--- config.mk ---
export PLATFORM = sky130hd
export DESIGN_NAME = rtc_bus_cycle
export DESIGN_NICKNAME = d
export VERILOG_FILES = /design/src/rtl/rtc_pkg.sv /design/src/rtl/rtc_bus_cycle_phase_timer.sv /design/src/rtl/rtc_bus_cycle.sv
export SDC_FILE = /design/constraint.sdc
export NUM_CORES = 1
export LEC_CHECK = 0
export ABC_CLOCK_PERIOD_IN_PS = 1800
export CORE_MARGIN = 10
export CORE_UTILIZATION = 40
export CTS_CLUSTER_SIZE = 20
export DETAILED_ROUTE_END_ITERATION = 16
export PLACE_DENSITY = 0.75
export SKIP_LAST_GASP = 1
export SYNTH_ARGS = -nofsm -noshare
export SYNTH_HDL_FRONTEND = slang
export SYNTH_SLANG_ARGS = --single-unit
--- constraint.sdc ---
create_clock -name clk -period 1.8 [get_ports clk]
set_clock_uncertainty 0.2 [all_clocks]
set_input_delay 0.36 -clock clk [delete_from_list [all_inputs] [get_ports clk]]
set_output_delay 0.36 -clock clk [all_outputs]
set_load 0.02 [all_outputs]
--- src/rtl/rtc_pkg.sv ---
// Shared types and constants for the RTC multiplexed-bus cycle engine.
package rtc_pkg;

    typedef enum logic [2:0] {
        IDLE,
        A_SET,
        A_STB,
        A_HLD,
        D_SET,
        D_STB,
        D_HLD,
        GAP
    } bus_st_t;

    // Bit order: {ad, cs, rd, wr}, all active-low.
    localparam logic [3:0] STROBE_IDLE = 4'b1111;

    localparam int T_PHASE_DEF = 10;
    localparam int T_GAP_DEF   = 4;

endpackage

--- src/rtl/rtc_bus_cycle_phase_timer.sv ---
// Loadable down-counter that measures how long the bus FSM stays in a state.
module phase_timer #(
    parameter int W = 4
) (
    input  logic         clk,
    input  logic         rst,
    input  logic         load,
    input  logic [W-1:0] load_val,
    output logic [W-1:0] value,
    output logic         zero
);

    always_ff @(posedge clk) begin
        if (rst) begin
            value <= '0;
        end else if (load) begin
            value <= load_val;
        end else if (value != '0) begin
            value <= value - W'(1);
        end
    end

    assign zero = (value == '0);

endmodule

--- src/rtl/rtc_bus_cycle.sv ---
// Bus-cycle engine: turns one request into an address phase plus data phase
// on the RTC chip's multiplexed AD port, then pulses done.
module rtc_bus_cycle
    import rtc_pkg::*;
#(
    parameter int T_PHASE = T_PHASE_DEF,
    parameter int T_GAP   = T_GAP_DEF
) (
    input  logic       clk,
    input  logic       rst,
    input  logic       start,
    input  logic       rnw,
    input  logic [7:0] addr,
    input  logic [7:0] wdata,
    output logic       busy,
    output logic       done,
    output logic [7:0] rdata,
    input  logic [7:0] ADin,
    output logic [7:0] ADout,
    output logic       oe,
    output logic       ad,
    output logic       cs,
    output logic       rd,
    output logic       wr
);

    localparam int TMAX = (T_PHASE > T_GAP) ? T_PHASE : T_GAP;
    localparam int CW   = $clog2(TMAX) + 1;
    localparam logic [CW-1:0] PH_LOAD  = CW'(T_PHASE - 1);
    localparam logic [CW-1:0] GAP_LOAD = CW'(T_GAP - 1);

    bus_st_t       st, st_nxt;
    logic          tmr_load;
    logic [CW-1:0] tmr_val;
    logic [CW-1:0] tmr_cnt;
    logic          tmr_zero;

    logic          accept;
    logic          rnw_q, rnw_n;
    logic [7:0]    addr_q, addr_n;
    logic [7:0]    wdata_q, wdata_n;

    logic          ad_n, cs_n, rd_n, wr_n, oe_n, busy_n, done_n;
    logic [7:0]    adout_n;

    phase_timer #(.W(CW)) u_timer (
        .clk      (clk),
        .rst      (rst),
        .load     (tmr_load),
        .load_val (tmr_val),
        .value    (tmr_cnt),
        .zero     (tmr_zero)
    );

    assign accept  = (st == IDLE) && start;
    // Outputs are registered from the next state, so the request fields must
    // be visible in the same cycle they are latched.
    assign rnw_n   = accept ? rnw   : rnw_q;
    assign addr_n  = accept ? addr  : addr_q;
    assign wdata_n = accept ? wdata : wdata_q;

    always_comb begin
        st_nxt   = st;
        tmr_load = 1'b0;
        tmr_val  = PH_LOAD;
        case (st)
            IDLE: begin
                if (start) begin
                    st_nxt   = A_SET;
                    tmr_load = 1'b1;
                end
            end
            GAP: begin
                if (tmr_zero) st_nxt = IDLE;
            end
            default: begin
                if (tmr_zero) begin
                    tmr_load = 1'b1;
                    case (st)
                        A_SET:   st_nxt = A_STB;
                        A_STB:   st_nxt = A_HLD;
                        A_HLD:   st_nxt = D_SET;
                        D_SET:   st_nxt = D_STB;
                        D_STB:   st_nxt = D_HLD;
                        default: begin
                            st_nxt  = GAP;
                            tmr_val = GAP_LOAD;
                        end
                    endcase
                end
            end
        endcase
    end

    always_comb begin
        {ad_n, cs_n, rd_n, wr_n} = STROBE_IDLE;
        oe_n    = 1'b0;
        adout_n = '0;
        busy_n  = (st_nxt != IDLE);
        done_n  = (st == GAP) && (st_nxt == IDLE);
        case (st_nxt)
            A_SET, A_STB, A_HLD: begin
                ad_n    = 1'b0;
                cs_n    = 1'b0;
                oe_n    = 1'b1;
                adout_n = addr_n;
                wr_n    = (st_nxt != A_STB);
            end
            D_SET, D_STB, D_HLD: begin
                cs_n    = 1'b0;
                oe_n    = !rnw_n;
                adout_n = rnw_n ? 8'h00 : wdata_n;
                if (st_nxt == D_STB) begin
                    if (rnw_n) rd_n = 1'b0;
                    else       wr_n = 1'b0;
                end
            end
            default: ;
        endcase
    end

    always_ff @(posedge clk) begin
        if (accept) begin
            rnw_q   <= rnw;
            addr_q  <= addr;
            wdata_q <= wdata;
        end
    end

    always_ff @(posedge clk) begin
        if (rst) begin
            st               <= IDLE;
            {ad, cs, rd, wr} <= STROBE_IDLE;
            oe               <= 1'b0;
            ADout            <= '0;
            busy             <= 1'b0;
            done             <= 1'b0;
            rdata            <= '0;
        end else begin
            st               <= st_nxt;
            {ad, cs, rd, wr} <= {ad_n, cs_n, rd_n, wr_n};
            oe               <= oe_n;
            ADout            <= adout_n;
            busy             <= busy_n;
            done             <= done_n;
            // Sample the chip at the end of the final read-strobe cycle.
            if (st == D_STB && rnw_q && tmr_cnt == '0) rdata <= ADin;
        end
    end

endmodule
After elaboration in Yosys (flattened, before gate mapping)
Cells that the tools add are included.
- $add $sub $neg: 1
- mux-type cells: 25
- bitwise gates (word level): 2
- reductions and logical operators: 17
- equal/unequal tests: 13
- operator list (cell ; count):
    8-bit two-way mux ; 3
    3-bit equality test, second input constant ; 6
    8-bit case mux with 2 select lines ; 1
    3-bit case mux with 5 select lines ; 1
    3-bit by 2-bit equality test with 1-bit output, second input constant ; 4
    4-bit two-way mux ; 3
    5-bit two-way mux ; 2
    3-bit two-way mux ; 3
    3-bit OR reduction ; 3
    1-bit two-way mux ; 8
    3-bit by 1-bit equality test with 1-bit output, second input constant ; 2
    3-bit logical NOT ; 2
    1-bit case mux with 2 select lines ; 3
    3-bit case mux with 2 select lines ; 1
    6-bit OR reduction ; 1
    5-bit logical NOT ; 1
    5-bit nonzero test ; 1
    5-bit OR reduction ; 1
    5-bit by 1-bit subtractor with 5-bit output, second input constant ; 1
    1-bit logical AND ; 4
    3-bit by 2-bit != test with 1-bit output, second input constant ; 1
    3-bit nonzero test ; 1
    1-bit NOT ; 2
    2-bit nonzero test ; 1
    2 further kinds ; 2
- output and inout bits: 23
- bits of input ports: 28
- flip-flop bits (word level): 48
- logic and storage cells: 72

Longest topological paths before layout
Gate-level depths: netlist (run 1).
- word-level depth: 8
- gate-level depth with buffers: 8

Modules after synthesis
From an unflattened synthesis (run 1), not the netlist that was laid out.
- cell total of the unflattened synthesis: 203
- area, all modules: 1989.4 um^2
- modules (own cells, without submodules) (module ; seq. area each (um^2) ; area each (um^2) ; cells each ; times used):
    rtc_bus_cycle ; 860.8 ; 1701.6 ; 171 ; 1
    phase_timer ; 100.1 ; 287.8 ; 32 ; 1

Worst setup path before layout (run 1)
No wires, ideal clock.
- kind: flip-flop to flip-flop
- from: register u_timer.value[0]
- to: register ADout[0]
- data arrival time: 1.661 ns
- path slack: -0.132 ns
- setup time: 0.071 ns
- cell stages (with the launch flop): 8
- cell sequence: dfxtp_1 inv_1 ha_1 nor4b_4 buf_6 mux2i_2 o211ai_1 a21oi_1
- longest elaborated chain between the ends: 6
- elaborated cells between the ends (all ways): 13
- ends and longest elaborated chain (what ; RTL line ; RTL):
    from (decl) ; rtc_bus_cycle_phase_timer.sv:9 ; output logic [W-1:0] value,
    from (signal assigned) ; rtc_bus_cycle_phase_timer.sv:17 ; value <= load_val;
    from (signal assigned) ; rtc_bus_cycle_phase_timer.sv:19 ; value <= value - W'(1);
    5-bit logical NOT (*) ; rtc_bus_cycle_phase_timer.sv:23 ; assign zero = (value == '0);
    3-bit two-way mux (on tied branches) ; rtc_bus_cycle.sv:77, rtc_bus_cycle.sv:74 ;
    3-bit case mux with 2 select lines (*) ; rtc_bus_cycle.sv:66 ; case (st)
    3-bit equality test (tied with other cells) ; rtc_bus_cycle.sv:101 ; case (st_nxt)
    3-bit OR reduction ; - ;
    8-bit case mux with 2 select lines (*) ; rtc_bus_cycle.sv:101 ;
    to (signal assigned) ; rtc_bus_cycle.sv:143 ; ADout <= adout_n;
    to (decl) ; rtc_bus_cycle.sv:19 ; output logic [7:0] ADout,
Mark *: on every way between the ends. The rest lies on a longest branch, timed or not.
A chain may end at the register's enable or synchronous reset.

Worst setup path after layout (run 1)
Ends and elaborated chain as after synthesis.

==> results of run 1 <==
-- kinds of logic after synthesis --
group / share of synthesized area
XOR/XNOR: 0.0172
AO/OA/AOI/OAI: 0.124
multiplexers: 0.170
AND/OR/NAND/NOR: 0.151
flip-flops: 0.472
buffers and inverters: 0.0535
adder cells (fa/ha/maj): 0.0123
-- state kept, by name (all words and copies together) (netlist names), 3 cells and up --
name / count
ADout: 8
rdata: 8
addr_q: 8
st: 3
wdata_q: 8
u_timer.value: 5
-- power by group through the flow --
stage                     combinational [mW]  clock [mW]  sequential (mW)
after CTS                               2.06       0.698             1.51
after global placement                  1.91           0             1.52
after floorplan                         1.14           0             1.59
after detailed placement                1.94           0             1.52
final                                   2.22       0.674             1.50
after global routing                    2.42       0.736             1.54
-- final cells by class --
type                            instances  area [µm²]  area share
Clock buffer                            6        82.6      0.0271
Clock inverter                          2        13.8     0.00452
Inverter                                5        18.8     0.00617
Multi-Input combinational cell        123        1010       0.331
Sequential cell                        48         963       0.316
Tap cell                               67        83.8      0.0275
Timing Repair Buffer                   88         873       0.287
-- critical path, stage by stage, from the launching register on --
cell	delay, ns
sky130_fd_sc_hd__dfxtp_2	0.33
sky130_fd_sc_hd__inv_2	0.07
sky130_fd_sc_hd__ha_4	0.14
sky130_fd_sc_hd__nor4b_4	0.24
sky130_fd_sc_hd__buf_12	0.16
sky130_fd_sc_hd__mux2i_4	0.31
sky130_fd_sc_hd__buf_12	0.15
sky130_fd_sc_hd__o211ai_1	0.09
sky130_fd_sc_hd__a21oi_1	0.16
-- metal layers --
| layer | vias up | track usage | share of wire |
|---|---|---|---|
| met5 | - | 0 | 0 |
| met4 | 0 | 0.0431 | 0.014 |
| met3 | 7 | 0.0502 | 0.069 |
| met2 | 39 | 0.189 | 0.47 |
| met1 | 764 | 0.138 | 0.45 |
| li1 | 828 | - | - |
-- worst max-delay path by stage --
stage | start | cells after the start | slack [ns] | endpoint
after global placement | start | 6 | -0.46 | ADout[3]$_SDFF_PP0_
after global routing | u_timer.value[0]$_SDFFE_PP0P_ | 8 | -0.20 | ADout[1]$_SDFF_PP0_
after detailed placement | start | 6 | -0.47 | ADout[3]$_SDFF_PP0_
after CTS | u_timer.value[1]$_SDFFE_PP0P_ | 8 | -0.08 | wr$_SDFF_PP1_
final | u_timer.value[0]$_SDFFE_PP0P_ | 8 | -0.12 | ADout[0]$_SDFF_PP0_
after floorplan | u_timer.value[0]$_SDFFE_PP0P_ | 7 | -0.02 | ADout[0]$_SDFF_PP0_
-- cells in the mapped netlist (2+ instances only) --
| master | number |
|---|---|
| sky130_fd_sc_hd__a21oi_1 | 13 |
| sky130_fd_sc_hd__buf_2 | 6 |
| sky130_fd_sc_hd__buf_6 | 3 |
| sky130_fd_sc_hd__clkbuf_1 | 2 |
| sky130_fd_sc_hd__dfxtp_1 | 48 |
| sky130_fd_sc_hd__ha_1 | 2 |
| sky130_fd_sc_hd__inv_1 | 5 |
| sky130_fd_sc_hd__mux2_1 | 2 |
| sky130_fd_sc_hd__mux2_2 | 7 |
| sky130_fd_sc_hd__mux2_4 | 8 |
| sky130_fd_sc_hd__mux2i_1 | 11 |
| sky130_fd_sc_hd__nand2_1 | 11 |
| sky130_fd_sc_hd__nand2b_1 | 3 |
| sky130_fd_sc_hd__nand3_1 | 2 |
| sky130_fd_sc_hd__nand3b_1 | 2 |
| sky130_fd_sc_hd__nor2_1 | 20 |
| sky130_fd_sc_hd__nor2b_1 | 4 |
| sky130_fd_sc_hd__nor3_1 | 5 |
| sky130_fd_sc_hd__nor4_1 | 2 |
| sky130_fd_sc_hd__nor4b_4 | 2 |
| sky130_fd_sc_hd__o211ai_1 | 9 |
| sky130_fd_sc_hd__xnor2_1 | 2 |
| sky130_fd_sc_hd__xor2_1 | 2 |
-- through the flow --
step           area, µm²  TNS [ns]  total power, mW   util  hold WS [ns]
2_1_floorplan       2040    -0.192             2.74      -         0.233
6_report            3040     -1.07             4.40  0.632         0.266
4_1_cts             2960    -0.957             4.26  0.614         0.272
3_3_place_gp        2790     -8.51             3.43  0.579         0.243
3_5_place_dp        2790     -9.07             3.47  0.579         0.251
5_1_grt             3040     -2.80             4.70  0.632         0.297
-- what timing repair did --
| action | in CTS | in global routing |
|---|---|---|
| resized for setup | 24 | 17 |
| pin swaps | 1 | 7 |
| setup buffers | 5 | 4 |
| gates cloned | 2 | 0 |
| setup endpoints to repair | 36 | 34 |
==> out/qor_table.md, run 1 <==
| Metric | This run | Unit |
| --- | --- | --- |
| Avg Vias per Cell | 4.83 | - |
| Post-route non-filler standard cell count | 339 | - |
| Arrival time at the worst endpoint | 1.95 | ns |
| Row count | 25 | - |
| Yosys top cell by area | sky130_fd_sc_hd__dfxtp_1 | - |
| Critical Path Source Type | flip-flop | - |
| Final-layout fill cell count | 421 | - |
| HPWL Detailed | 3470 | µm |
| Die span in x | 91.3 | µm |
| Remaining antenna violation count after routing | 0 | - |
| Clock Pin Slew Worst Setup and Hold Paths | 0.09 | ns |
| Number of cells on the worst reg-to-reg path | 8 | - |
| Total global-route track usage | 0.118 | - |
| Final period util | 1.07 | - |
| Number of synthesized register bits | 48 | - |
| Fraction of post-synthesis cell area in the top cell type by area | 0.472 | - |
| Worst hold path class | reg -> reg | - |
| First-pass GRT wire length | 8180 | µm |
| WL/cell | 14.6 | µm |
| Crit-path max FO | 5 | - |
| Final Net Count | 301 | - |
| Post-synth EDFFs | 0 | - |
| Clock root buffer | sky130_fd_sc_hd__clkbuf_8 | - |
| Total number of yosys warnings | 0 | - |
| Power spent charging and discharging nets | 1.47 | mW |
| Worst EP required | 1.83 | ns |
| Element type at the critical path end | flip-flop | - |
| Maximum ir drop on the vdd rail | 577 | µV |
| Worst-skew pair later-pin latency | 0.30 | ns |
| Power density of the placed cells | 1450 | nW/µm² |
| Initial detailed-routing violation count | 112 | - |
| Hold Vio Cnt, Final | 0 | - |
| Max-slew violation total from the final report | 0 | - |
| Number of antenna violations at the first check in global routing | 0 | - |
| Number of failing setup endpoints in the final timing report | 18 | - |
| Launching point of the worst reg2reg path | u_timer.value[0]$_SDFFE_PP0P_ | - |
| Number of instances on the worst hold path | 1 | - |
| Worst slew margin | 0.750 | - |
| Predominant post-synthesis flop cell | sky130_fd_sc_hd__dfxtp_1 | - |
| Cell total after placement | 320 | - |
| Post-synth net total | 219 | - |
| Maximum frequency from static timing analysis | 521 | MHz |
| Via Count | 1638 | - |
| Number of buffers on the longest clock path | 2 | - |
| Maximum Capacitance Violations | 0 | - |
| Starting density of the core | 0.422 | - |
| Area of the placeable core | 4820 | µm² |
| Part of the total power dissipated in the clock network | 0.153 | - |
| Final GP Congestion | 0.760 | - |
| Number of H-tree levels | 2 | - |
| Switching portion of total power | 0.334 | - |
| Wire length after detailed routing | 4940 | µm |
| Global route overflow | 0 | - |
| Num Clock Sinks | 48 | - |
| Most common cell after layout, fill and taps aside | sky130_fd_sc_hd__dfxtp_1 | - |
| Post-synthesis instance area | 2030 | µm² |
| Number of buffers added on ports | 50 | - |
| Min Clock Period, post-route | 1.92 | ns |
| Leakage Power | 1.46 | nW |
| Worst-case setup slack after placement | -0.474 | ns |
| Start-to-end type of the worst setup path | reg -> reg | - |
| RSZ-0062 raised after global routing | true | - |
| Maximum number of pins on one net before global-route repair | 21 | - |
| Area growth from synthesis to final layout | 49.6 | % |
| Detailed-router iteration count before antenna repair | 4 | - |
| Most used cells in the layout excluding fill and tap cells | sky130_fd_sc_hd__dfxtp_1, sky130_fd_sc_hd__buf_4, sky130_fd_sc_hd__clkdlybuf4s50_1 | - |
| Ports | 51 | - |
| Average cell area after synthesis | 10.8 | µm² |
| Int Pwr | 2.93 | mW |
| Violated checks | negative setup slack | - |
| CTS hold repair buffers | 0 | - |
| Fraction of power consumed by combinational cells | 0.505 | - |
| Cell count after synthesis | 189 | - |
| Ratio of cells with drive above 1 in the final layout | 0.283 | - |
| Number of global-route vias before repair | 1724 | - |
| Result of the run | complete, but fails checks | - |
| Number of CTS-inserted buffers | 5 | - |
| Yosys cell types | 41 | - |
| Number of inserted diodes | 0 | - |
| Least-Margin Pin Slew | 0.373 | ns |
| End of the worst register-to-register path | ADout[0]$_SDFF_PP0_ | - |
| Sequential share of power | 0.342 | - |
| Post-route worst setup slack | -0.118 | ns |
| Drt drc | 0 | - |
| Share of the yosys chip area belonging to registers | 0.472 | - |
| Setup slack of the worst register-to-register path | -0.12 | ns |
| Die outline area | 8340 | µm² |
| Startpoint of the tightest hold check path | addr_q[7]$_DFF_P_ | - |
| Die Y | 91.3 | µm |
| Worst Hold Endpoint | addr_q[7]$_DFF_P_ | - |
| TritonCTS clock tree | done | - |
| Leading post-synthesis cells by cell area | sky130_fd_sc_hd__dfxtp_1, sky130_fd_sc_hd__mux2_4, sky130_fd_sc_hd__mux2i_1 | - |
| Ys async rst share | 0 | - |
No activity file was read; power rests on OpenSTA's default activity.
==> inputs of run 2 (changes only) <==
- CORE_MARGIN: 10 -> 8
==> run 2 against run 1 <==
Against the previous run: the flow still finishes with violations (negative setup slack); clock-buffer cell count decreased by 1; global-route usage increased by 1.0 points; register-to-register slack improved by 0.04 ns.
==> out/qor_table.md, run 2 (synthesis results as in run 1) <==
| Metric | This run | Unit | Change |
| --- | --- | --- | --- |
| Violated checks | negative setup slack | - |  |
| Num Clock Sinks | 48 | - | unchanged |
| Ratio of cells with drive above 1 in the final layout | 0.243 | - | -0.0397 |
| Worst slew margin | 0.758 | - | +0.00813 |
| Number of inserted diodes | 0 | - | unchanged |
| CTS hold repair buffers | 0 | - | unchanged |
| Avg Vias per Cell | 4.86 | - | +0.68% |
| Worst EP required | 1.79 | ns | -0.04 ns |
| Total global-route track usage | 0.129 | - | +0.0104 |
| WL/cell | 14.2 | µm | -2.7% |
| Remaining antenna violation count after routing | 0 | - | unchanged |
| Die outline area | 7620 | µm² | -8.6% |
| Number of H-tree levels | 2 | - | unchanged |
| Number of buffers on the longest clock path | 2 | - | unchanged |
| Post-route worst setup slack | -0.0808 | ns | +0.0368 ns |
| Number of buffers added on ports | 50 | - | unchanged |
| Worst hold path class | reg -> reg | - |  |
| Critical Path Source Type | flip-flop | - |  |
| Most common cell after layout, fill and taps aside | sky130_fd_sc_hd__dfxtp_1 | - |  |
| Worst-skew pair later-pin latency | 0.30 | ns | about the same |
| Element type at the critical path end | flip-flop | - |  |
| Maximum number of pins on one net before global-route repair | 21 | - | unchanged |
| Clock Pin Slew Worst Setup and Hold Paths | 0.09 | ns | about the same |
| Wire length after detailed routing | 4720 | µm | -4.4% |
| Number of failing setup endpoints in the final timing report | 18 | - | unchanged |
| Start-to-end type of the worst setup path | reg -> reg | - |  |
| Clock root buffer | sky130_fd_sc_hd__clkbuf_8 | - |  |
| Area occupied by registers | 965 | µm² | +0.13% |
| Initial detailed-routing violation count | 90 | - | -20% |
| Row count | 26 | - | +4.0% |
| Maximum Capacitance Violations | 0 | - | unchanged |
| HPWL Detailed | 3280 | µm | -5.6% |
| Final GP Congestion | 0.754 | - | -0.85% |
| Post-route non-filler standard cell count | 333 | - | -1.8% |
| Global route overflow | 0 | - | unchanged |
| Final Net Count | 292 | - | -3.0% |
| Area of the placeable core | 5010 | µm² | +4.0% |
| Family with the most delay on the worst path | buffers and inverters | - |  |
| Final period util | 1.04 | - | -0.0204 |
| Most used cells in the layout excluding fill and tap cells | sky130_fd_sc_hd__dfxtp_1, sky130_fd_sc_hd__clkdlybuf4s50_1, sky130_fd_sc_hd__nor2_1, sky130_fd_sc_hd__buf_4, sky130_fd_sc_hd__dlygate4sd2_1 | - |  |
| Drt drc | 0 | - | unchanged |
| Cell total after placement | 319 | - | -0.31% |
| Least-Margin Pin Slew | 0.360 | ns | -0.0127 ns |
| Hold Vio Cnt, Final | 0 | - | unchanged |
| Maximum ir drop on the vdd rail | 766 | µV | +33% |
| Die Y | 87.3 | µm | -4.4% |
| Ports | 51 | - | unchanged |
| Largest incremental delay on the critical path | 0.35 | ns | +0.02 ns |
| Crit-path max FO | 4 | - | -1 |
| Die span in x | 87.3 | µm | -4.4% |
| Arrival time at the worst endpoint | 1.87 | ns | -0.08 ns |
| Cell-by-cell listing of the critical path | nor4b_4 -> buf_4 -> bufbuf_16 -> mux2_4 -> o211ai_1 -> a21oi_1 | - |  |
| Total design power | 4.43 | mW | +0.64% |
| Cell area after placement | 2760 | µm² | -0.94% |
| Power density of the placed cells | 1470 | nW/µm² | +1.8% |
| Min Clock Period, post-route | 1.88 | ns | -0.0368 ns |
| Detailed-router iteration count before antenna repair | 4 | - | unchanged |
| Multi-input logic area | 978 | µm² | -3.0% |
| Result of the run | complete, but fails checks | - |  |
| Cell area after layout | 3010 | µm² | -1.1% |
| RSZ-0062 raised after global routing | true | - |  |
| Number of antenna violations at the first check in global routing | 0 | - | unchanged |
| Final-layout fill cell count | 443 | - | +5.2% |
| Number of CTS-inserted buffers | 5 | - | unchanged |
| Area growth from synthesis to final layout | 48.0 | % |  |
| Number of global-route vias before repair | 1656 | - | -3.9% |
| Via Count | 1620 | - | -1.1% |
| Max-slew violation total from the final report | 0 | - | unchanged |
| Worst Path Buf+Inv | 2 | - | -1 |
| First-pass GRT wire length | 7780 | µm | -4.9% |
| Maximum frequency from static timing analysis | 532 | MHz | +2.0% |
| Slowest library cell on the worst path | sky130_fd_sc_hd__dfxtp_2 | - |  |
| Starting density of the core | 0.406 | - | -0.0162 |
| Leakage Power | 1.43 | nW | -2.2% |
| TritonCTS clock tree | done | - |  |
==> run 2: report_power, final <==
part	switching (mW)	total [mW]	internal, mW
Combinational	0.883	1.97	1.08
Clock	0.374	0.933	0.559
Sequential	0.147	1.53	1.38
==> run 2: worst paths after layout <==
check                                        from                   to  slack (ns)  cells after the start
worst max-delay path             st[0]$_SDFF_PP0_  ADout[3]$_SDFF_PP0_       -0.08                      6
worst min-delay path            addr_q[2]$_DFF_P_    addr_q[2]$_DFF_P_        0.27                      1
worst max register to register   st[0]$_SDFF_PP0_  ADout[3]$_SDFF_PP0_       -0.08                      6
worst min register to register  addr_q[2]$_DFF_P_    addr_q[2]$_DFF_P_        0.27                      1
==> run 2: layout make-up <==
cell class | instances | share of cell area
Clock buffer | 5 | 0.0229
Clock inverter | 3 | 0.0229
Inverter | 5 | 0.00623
Multi-Input combinational cell | 123 | 0.325
Sequential cell | 48 | 0.320
Tap cell | 70 | 0.0291
Timing Repair Buffer | 79 | 0.273
==> run 2: timing repair <==
| item | CTS | global route |
|---|---|---|
| setup buffers | 4 | 0 |
| endpoints found under the setup margin | 32 | 30 |
| pin swaps | 1 | 0 |
| gates cloned | 2 | 0 |
| gates resized for setup | 22 | 10 |
==> run 2: through the flow <==
| stage | TNS, ns | worst slack, ns | hold WS [ns] | utilization |
|---|---|---|---|---|
| 6_report | -0.923 | -0.0808 | 0.273 | 0.601 |
| 5_1_grt | -3.03 | -0.203 | 0.295 | 0.601 |
| 4_1_cts | -1.05 | -0.0913 | 0.277 | 0.595 |
| 3_5_place_dp | -9.93 | -0.432 | 0.254 | 0.552 |
| 3_3_place_gp | -8.57 | -0.390 | 0.246 | 0.552 |
| 2_1_floorplan | -0.192 | -0.0240 | 0.233 | - |
==> run 2: routing by layer <==
| layer | part of all wire | GRT usage | vias to the layer above |
|---|---|---|---|
| met1 | 0.45 | 0.151 | 759 |
| met5 | 0 | 0 | - |
| li1 | - | - | 815 |
| met2 | 0.49 | 0.217 | 42 |
| met3 | 0.058 | 0.0443 | 4 |
| met4 | 0.0085 | 0.0313 | 0 |
==> inputs of run 3 (changes only) <==
- SETUP_SLACK_MARGIN: default -> 0.2
==> run 3 against run 2 <==
Against the previous run: the flow still finishes with violations (negative setup slack); clock-buffer cell count did not move; worst hold slack improved by 0.0084 ns; maximum frequency rose by 0.75%; total power rose by 10%; worst setup slack improved by 0.014 ns; register-to-register slack barely moved; first-iteration DRC count fell by 71%; final area rose by 5.7%; clock power barely moved; core utilization rose by 3.4 points; die area did not move; critical path type unchanged; critical endpoint is now ADout[6]$_SDFF_PP0_.
==> out/qor_table.md, run 3 (synthesis results as in run 1) <==
| Metric | This run | Unit | Change |
| --- | --- | --- | --- |
| Result of the run | complete, but fails checks | - |  |
| Violated checks | negative setup slack | - |  |
| Starting density of the core | 0.406 | - | unchanged |
| Hold Vio Cnt, Final | 0 | - | unchanged |
| Total global-route track usage | 0.132 | - | +0.00352 |
| Maximum ir drop on the vdd rail | 571 | µV | -25% |
| Power density of the placed cells | 1530 | nW/µm² | +4.2% |
| Number of failing setup endpoints in the final timing report | 18 | - | unchanged |
| Number of buffers added on ports | 50 | - | unchanged |
| Max-slew violation total from the final report | 0 | - | unchanged |
| Worst path most repeated cell | sky130_fd_sc_hd__buf_12 | - |  |
| CTS hold repair buffers | 0 | - | unchanged |
| HPWL Detailed | 3300 | µm | +0.74% |
| Worst hold margin | 0.281 | ns | +0.00842 ns |
| Leakage Power | 1.42 | nW | -0.54% |
| Clock Pin Slew Worst Setup and Hold Paths | 0.09 | ns | about the same |
| RSZ-0062 raised after global routing | true | - |  |
| Worst Path Buf+Inv | 3 | - | +1 |
| Sequential share of power | 0.313 | - | -0.032 |
| Row count | 26 | - | unchanged |
| Slowest library cell on the worst path | sky130_fd_sc_hd__dfxtp_2 | - |  |
| Min Clock Period, post-route | 1.87 | ns | -0.0140 ns |
| Die Y | 87.3 | µm | unchanged |
| Crit-path max FO | 9 | - | +5 |
| Final core utilization | 0.635 | - | +0.0342 |
| Part of the total power dissipated in the clock network | 0.192 | - | -0.019 |
| Number of antenna violations at the first check in global routing | 1 | - | +1 |
| Switching portion of total power | 0.324 | - | +0.00699 |
| Element type at the critical path end | flip-flop | - |  |
| Start-to-end type of the worst setup path | reg -> reg | - |  |
| Via Count | 1663 | - | +2.7% |
| Most used cells in the layout excluding fill and tap cells | sky130_fd_sc_hd__dfxtp_1, sky130_fd_sc_hd__clkdlybuf4s50_1, sky130_fd_sc_hd__buf_4 | - |  |
| Worst-skew pair later-pin latency | 0.30 | ns | about the same |
| Most common cell after layout, fill and taps aside | sky130_fd_sc_hd__dfxtp_1 | - |  |
| Post-route non-filler standard cell count | 343 | - | +3.0% |
| Ports | 51 | - | unchanged |
| Sum of negative setup slack | -0.433 | ns | +0.490 ns |
| Clock root buffer | sky130_fd_sc_hd__clkbuf_8 | - |  |
| Power spent charging and discharging nets | 1.58 | mW | +13% |
| Wire length after detailed routing | 5020 | µm | +6.2% |
| Num Clock Sinks | 48 | - | unchanged |
| Worst EP required | 1.83 | ns | +0.04 ns |
| Final period util | 1.04 | - | -0.00779 |
| Initial detailed-routing violation count | 26 | - | -71% |
| Number of buffers on the longest clock path | 2 | - | unchanged |
| Cell total after placement | 321 | - | +0.63% |
| Drt drc | 0 | - | unchanged |
| Fraction of power consumed by combinational cells | 0.496 | - | +0.052 |
| Avg Vias per Cell | 4.85 | - | -0.34% |
| Post-route worst setup slack | -0.0668 | ns | +0.0140 ns |
| Area of the placeable core | 5010 | µm² | unchanged |
| Final-layout fill cell count | 402 | - | -9.3% |
| Final GP Congestion | 0.704 | - | -6.7% |
| Number of global-route vias before repair | 1681 | - | +1.5% |
| Cell-by-cell listing of the critical path | inv_2 -> ha_4 -> nor4b_4 -> buf_12 -> mux2i_4 -> buf_12 -> o211ai_1 -> a21oi_1 | - |  |
| Family with the most delay on the worst path | buffers and inverters | - |  |
| Least-Margin Pin Slew | 0.345 | ns | -0.0147 ns |
| WL/cell | 14.6 | µm | +3.1% |
| Die span in x | 87.3 | µm | unchanged |
| Remaining antenna violation count after routing | 0 | - | unchanged |
| First-pass GRT wire length | 7960 | µm | +2.4% |
| TritonCTS clock tree | done | - |  |
| Area growth from synthesis to final layout | 56.4 | % |  |
| Worst slew margin | 0.768 | - | +0.00991 |
| Worst hold path class | reg -> reg | - |  |
| Maximum frequency from static timing analysis | 536 | MHz | +0.75% |
| Detailed-router iteration count before antenna repair | 5 | - | +1 |
| Largest incremental delay on the critical path | 0.34 | ns | about the same |
| Maximum number of pins on one net before global-route repair | 21 | - | unchanged |
| Number of H-tree levels | 2 | - | unchanged |
| Global route overflow | 0 | - | unchanged |
| Worst-case setup slack after placement | -0.461 | ns | -0.0288 ns |
| Int Pwr | 3.30 | mW | +9.0% |
| Ratio of cells with drive above 1 in the final layout | 0.320 | - | +0.0765 |
| Maximum Capacitance Violations | 0 | - | unchanged |
| Critical Path Source Type | flip-flop | - |  |
| Die outline area | 7620 | µm² | unchanged |
| Number of CTS-inserted buffers | 5 | - | unchanged |
| Final Net Count | 301 | - | +3.1% |
| Arrival time at the worst endpoint | 1.90 | ns | +0.03 ns |
==> run 3: power groups by stage <==
stage / combinational (mW) / sequential [mW] / clock [mW]
after floorplan: 1.20 / 1.60 / 0
after global placement: 1.86 / 1.53 / 0
after detailed placement: 1.89 / 1.54 / 0
after CTS: 2.23 / 1.52 / 0.950
after global routing: 2.58 / 1.55 / 0.997
final: 2.42 / 1.52 / 0.935
==> run 3: path summary, 6_finish.rpt <==
check	slack, ns	startpoint	depth (start not counted)	end
setup reg to reg	-0.07	u_timer.value[0]$_SDFFE_PP0P_	8	ADout[6]$_SDFF_PP0_
hold reg to reg	0.28	addr_q[6]$_DFF_P_	1	addr_q[6]$_DFF_P_
hold / removal	0.28	addr_q[6]$_DFF_P_	1	addr_q[6]$_DFF_P_
setup / recovery	-0.07	u_timer.value[0]$_SDFFE_PP0P_	8	ADout[6]$_SDFF_PP0_
==> run 3: repair_timing <==
action | 4_1_cts | 5_1_grt
buffers inserted | 10 | 2
gates resized for setup | 43 | 12
pin swaps | 3 | 7
cloned | 1 | 0
endpoints found under the setup margin | 69 | 49
==> run 3: through the flow <==
step	power, mW	instance area (µm²)
CTS	4.70	3110
detailed placement	3.43	2800
finish	4.88	3180
global route	5.12	3180
floorplan	2.80	2080
global placement	3.40	2800
==> run 3: cell type report <==
| type | instances | area, µm² | share of cell area |
|---|---|---|---|
| Multi-Input combinational cell | 123 | 1080 | 0.340 |
| Sequential cell | 48 | 966 | 0.304 |
| Timing Repair Buffer | 88 | 888 | 0.279 |
| Tap cell | 70 | 87.6 | 0.0275 |
| Clock buffer | 5 | 68.8 | 0.0216 |
| Clock inverter | 3 | 68.8 | 0.0216 |
| Inverter | 5 | 18.8 | 0.00590 |
| Antenna cell | 1 | 2.50 | 0.000786 |
==> run 3: layer usage <==
metal / vias to the layer above / GRT usage / share of wire
met5: - / 0 / 0
met1: 771 / 0.151 / 0.44
met2: 51 / 0.217 / 0.47
met4: 0 / 0.0391 / 0.010
li1: 832 / - / -
met3: 9 / 0.0557 / 0.082
==> run 3: worst register-to-register path, delay by kind of cell (launching register included) <==
kind                     cells  cell delay (ns)
flip-flops                   1             0.34
adder cells (fa/ha/maj)      1             0.13
AO/OA/AOI/OAI                2             0.25
multiplexers                 1             0.25
buffers and inverters        3             0.40
AND/OR/NAND/NOR              1             0.23
